==> src/rtl/mux_stream_pkg.sv <==
// Shared definitions for the single-wire mux stream link (serializer and deserializer).
`timescale 1ns/1ps
package mux_stream_pkg;

  typedef enum logic {
    LANE_LSB_FIRST = 1'b0,
    LANE_MSB_FIRST = 1'b1
  } lane_order_e;

  // Lane-index width; a 1-lane link still needs a 1-bit select.
  function automatic int sel_width(input int width);
    return (width <= 2) ? 1 : $clog2(width);
  endfunction

endpackage

==> src/rtl/mux_stream_hold.sv <==
// One-deep output holding register with valid/ready handshake and sticky overflow.
`timescale 1ns/1ps
module mux_stream_hold #(
  parameter int WIDTH = 8
) (
  input  logic             clk,
  input  logic             rst_n,
  input  logic             push,
  input  logic [WIDTH-1:0] din,
  input  logic             rdy,
  output logic [WIDTH-1:0] dout,
  output logic             vld,
  output logic             ovf
);

  always_ff @(posedge clk or negedge rst_n) begin
    if (!rst_n) begin
      dout <= '0;
      vld  <= 1'b0;
      ovf  <= 1'b0;
    end else if (push) begin
      // A pop on the same edge frees the slot, so the new word is not a drop.
      if (!vld || rdy) begin
        dout <= din;
        vld  <= 1'b1;
      end else begin
        ovf <= 1'b1;
      end
    end else if (vld && rdy) begin
      vld <= 1'b0;
    end
  end

endmodule

==> src/rtl/mux_stream_deser.sv <==
// Re-assembles one-bit-per-strobe serial lanes into WIDTH-bit words on a valid/ready port.
`timescale 1ns/1ps
module mux_stream_deser
  import mux_stream_pkg::*;
#(
  parameter int WIDTH     = 8,
  parameter int MSB_FIRST = 0
) (
  input  logic                            CLK,
  input  logic                            RST_N,
  input  logic                            CE,
  input  logic                            I,
  input  logic                            SOF,
  output logic [sel_width(WIDTH)-1:0]     SEL,
  output logic [WIDTH-1:0]                O,
  output logic                            O_VLD,
  input  logic                            O_RDY,
  output logic                            OVF
);

  localparam int          SW    = sel_width(WIDTH);
  localparam lane_order_e ORDER = (MSB_FIRST != 0) ? LANE_MSB_FIRST : LANE_LSB_FIRST;
  localparam logic [SW-1:0] LAST_LANE = SW'(WIDTH - 1);

  logic [WIDTH-1:0] shreg;
  logic [WIDTH-1:0] word_next;
  logic [SW-1:0]    sel_q;
  logic [SW-1:0]    sel_next;
  logic [SW-1:0]    lane;
  logic [SW-1:0]    pos;
  logic             last;
  logic             complete;

  assign last     = (sel_q == LAST_LANE);
  assign complete = CE && !SOF && last;

  // SOF restarts from a clean word, discarding any partial one.
  always_comb begin
    word_next = SOF ? '0 : shreg;
    lane      = SOF ? '0 : sel_q;
    pos       = (ORDER == LANE_MSB_FIRST) ? (LAST_LANE - lane) : lane;
    word_next[pos] = I;
    if (SOF)
      sel_next = SW'(1);
    else if (last)
      sel_next = '0;
    else
      sel_next = sel_q + SW'(1);
  end

  always_ff @(posedge CLK or negedge RST_N) begin
    if (!RST_N) begin
      shreg <= '0;
      sel_q <= '0;
    end else if (CE) begin
      shreg <= word_next;
      sel_q <= sel_next;
    end
  end

  assign SEL = sel_q;

  mux_stream_hold #(
    .WIDTH(WIDTH)
  ) u_hold (
    .clk  (CLK),
    .rst_n(RST_N),
    .push (complete),
    .din  (word_next),
    .rdy  (O_RDY),
    .dout (O),
    .vld  (O_VLD),
    .ovf  (OVF)
  );

endmodule
==> config.mk <==
export PLATFORM = sky130hd
export DESIGN_NAME = mux_stream_deser
export DESIGN_NICKNAME = d
export VERILOG_FILES = /design/src/rtl/mux_stream_pkg.sv /design/src/rtl/mux_stream_hold.sv /design/src/rtl/mux_stream_deser.sv
export SDC_FILE = /design/constraint.sdc
export NUM_CORES = 1
export LEC_CHECK = 0
export ABC_AREA = 1
export CORE_UTILIZATION = 25
export DETAILED_ROUTE_END_ITERATION = 10
export PLACE_DENSITY = 0.43
export SLEW_MARGIN = 0
export SYNTH_ARGS = -nofsm -noshare
export SYNTH_HDL_FRONTEND = slang
export SYNTH_SLANG_ARGS = --single-unit
==> constraint.sdc <==
create_clock -name CLK -period 1.39 [get_ports CLK]
set_input_delay 0.278 -clock CLK [delete_from_list [all_inputs] [get_ports CLK]]
set_output_delay 0.278 -clock CLK [all_outputs]
set_load 0.005 [all_outputs]
==> impl_metrics.yaml <==
timing:
  finalSetupViolCount: 0
  fin_skew_ns: 0.00513
  fmax_mhz: 728
  setup_ws_ns: 0.0162
  min_period_over_period_pct: 98.8
  hold_violations: 0
  relSlewSlack_pct: 80.8
  rsz0062_at_grt: "yes"
  slew_violations: 0
  setup_tns_ns: 0
  period_minus_slack_ns: 1.37
  worst_pin_slew_ns: 0.287
synthesis:
  synth_top_family_by_area: "simple AND/OR/NAND/NOR gates"
  synth.distinct_cells: 20
  synth_compound_area_share_pct: 2.92
  syn_nets: 142
  syn_inst: 134
  synth-xor-area-share_pct: 0
  synthSimpleGateAreaFrac_pct: 41.3
  yosysTopAreaCell: "dfrtp_1"
  synth-seq-cells: 21
  yosysSeqAreaShare_pct: 47.1
  synth.top_cell.area_share_pct: 47.1
  ys_top_cells_by_area: "dfrtp_1 47%, nand2_1 16%, nand3_1 12%"
  netlist_area_sq_mm: 0.00111
  synthAdderAreaFrac_pct: 2.24
  yosys-mux-area-fraction_pct: 0
  yosysWarnings: 0
  synth.avg_cell_area_sq_um: 8.32
clock_tree:
  clock-root-buffer: "clkbuf_8"
  holdBufCountCts: 0
  clk_latency_ns: 0.27
  clockBufferDepth: 2
  htreeDepth: 1
  cts_tree: "done"
  clock_sink_count: 21
  path_clk_slew_ns: 0.08
  numCtsBuffers: 3
drt:
  drtIter0Drc: 25
  avgViaCountPerCell: 4.60
  wl_microns: 2910
  wl_per_cell_microns: 12.8
  drc: 0
  dr.pass1.iters: 4
  routed-via-count: 1045
  antenna_left: 0
setup_path:
  worstRegToRegCells: 8
  startpoint: "SEL[0]"
  worst_ep_arrival_time_ns: 1.54
  path_max_fanout: 4
  crit_end: "u_hold.dout[0]"
  r2r-start: "SEL[0]"
  r2r_slack_ns: 0.02
  r2r-end: "u_hold.dout[0]"
  startpoint_type: "flop"
  worstSetupEndpointType: "flop"
  critical_path_class: "reg2reg"
  crit_required_ns: 1.56
placed_design:
  hpwlAfterDp_microns: 1950
  pre_cts_slack_ns: -0.164
  port_buffers: 18
  dp.cells: 211
  place_congestion: 0.712
power:
  p_seq_share_pct: 45.7
  vdd_drop_max_mv: 0.519
  clockPowerShare_pct: 28.0
  power.leakage_nw: 0.836
  p_sw_share_pct: 30.0
  p_comb_share_pct: 26.3
  switching_power_w: 0.000455
  p_int_w: 0.00106
  power_density_mw_per_mm2: 945
finish:
  n_antenna_cell: 0
  drive_above_1_share_pct: 25.4
  fin_cells: 227
  nets: 186
  area_growth_pct: 43.8
grt:
  grt_max_degree: 22
  grt_pass1_wl_microns: 4580
  grt_pass1_vias: 955
  grt_overflow: 0
  antenna_found_initial: 0
  grt.total_usage_pct: 13.5
floorplan:
  ios: 19
  die_h_microns: 68.8
  initial_utilization_pct: 26.9
  rows: 23
  coreArea_sq_mm: 0.00414
  chipWidth_microns: 68.8
  dieArea_sq_mm: 0.00473
job:
  cap_violations: 0
outcome:
  status: "finished clean"
worst_hold_path:
  hold_path_class: "in2async"
[critical path, stage by stage, from the launching register on]
cell,delay (ns)
dfrtp_1,0.39
buf_4,0.14
ha_4,0.16
ha_4,0.16
nand3_4,0.12
buf_12,0.12
nor2_4,0.04
nand3_1,0.09
nand2_1,0.05
[synth_stat cells, drive strengths merged]
master,number
o21ai,5
nor2,6
buf,3
inv,9
dfrtp,21
o21bai,1
nand3,28
ha,2
nand2,52
nand4,7
[metal layers]
metal	up-vias	track usage (%)	wire length, microns
met5	-	0	0
met4	0	4.59	38
met3	4	3.62	125
met2	18	22.9	1460
met1	489	16.3	1290
li1	534	-	-
[flip-flops by register name, summed over array words and instances (netlist names)]
| name | count |
|---|---|
| shreg | 8 |
| SEL | 3 |
| u_hold.ovf | 1 |
| u_hold.dout | 8 |
| u_hold.vld | 1 |
[worst min path at each step]
stage,cells past startpoint,startpoint,endpoint
floorplan,0,RST_N,SEL[0]
global placement,1,u_hold.ovf,u_hold.ovf
detailed placement,2,u_hold.dout[0],u_hold.dout[0]
CTS,2,RST_N,u_hold.vld
global route,2,RST_N,u_hold.vld
finish,2,RST_N,u_hold.vld
[final cells by class]
cell class                      count  area (sq um)
Fill cell                         444          2540
Multi-Input combinational cell    102           564
Sequential cell                    21           526
Timing Repair Buffer               41           359
Tap cell                           50          62.6
Inverter                            9          46.3
Clock buffer                        4          45.0
[cell families (layout without fill, tap and decap cells)]
family / count (synthesis) / after routing
buf+inv: 12 / 54
fa+ha+maj: 2 / 2
flops: 21 / 21
compound gates: 6 / 6
simple gates: 93 / 94
[layout by cell type, fill, tap and decap left out, types with 4 or more instances in the layout]
| master | n |
|---|---|
| nand2_2 | 5 |
| nand4_1 | 7 |
| inv_1 | 4 |
| buf_4 | 20 |
| clkdlybuf4s50_1 | 5 |
| dlygate4sd2_1 | 11 |
| nor2_4 | 4 |
| dfrtp_1 | 21 |
| nand2_1 | 47 |
| nand3_1 | 26 |
[power groups by stage]
stage          Combinational [W]  Clock, W  Sequential (W)
2_1_floorplan           0.000160         0        0.000717
3_3_place_gp            0.000324         0        0.000707
3_5_place_dp            0.000326         0        0.000708
4_1_cts                 0.000358  0.000441        0.000694
5_1_grt                 0.000448  0.000444        0.000698
6_report                0.000398  0.000425        0.000692
[timing repair]
| action | 4_1_cts | 5_1_grt |
|---|---|---|
| cloned | 0 | 1 |
| pin swaps | 0 | 2 |
| resized for setup | 16 | 10 |
| setup endpoints to repair | 13 | 9 |
| buffers inserted | 7 | 4 |
[per-stage QoR]
step           hold slack (ns)  total power, W  cell area [sq um]  util [%]
2_1_floorplan          -0.0176        0.000877               1110         -
3_3_place_gp             0.464         0.00103               1420      34.2
3_5_place_dp             0.466         0.00103               1420      34.2
4_1_cts                  0.366         0.00149               1510      36.4
5_1_grt                  0.399         0.00159               1600      38.7
6_report                 0.350         0.00151               1600      38.7
No activity file was read; power rests on OpenSTA's default activity.
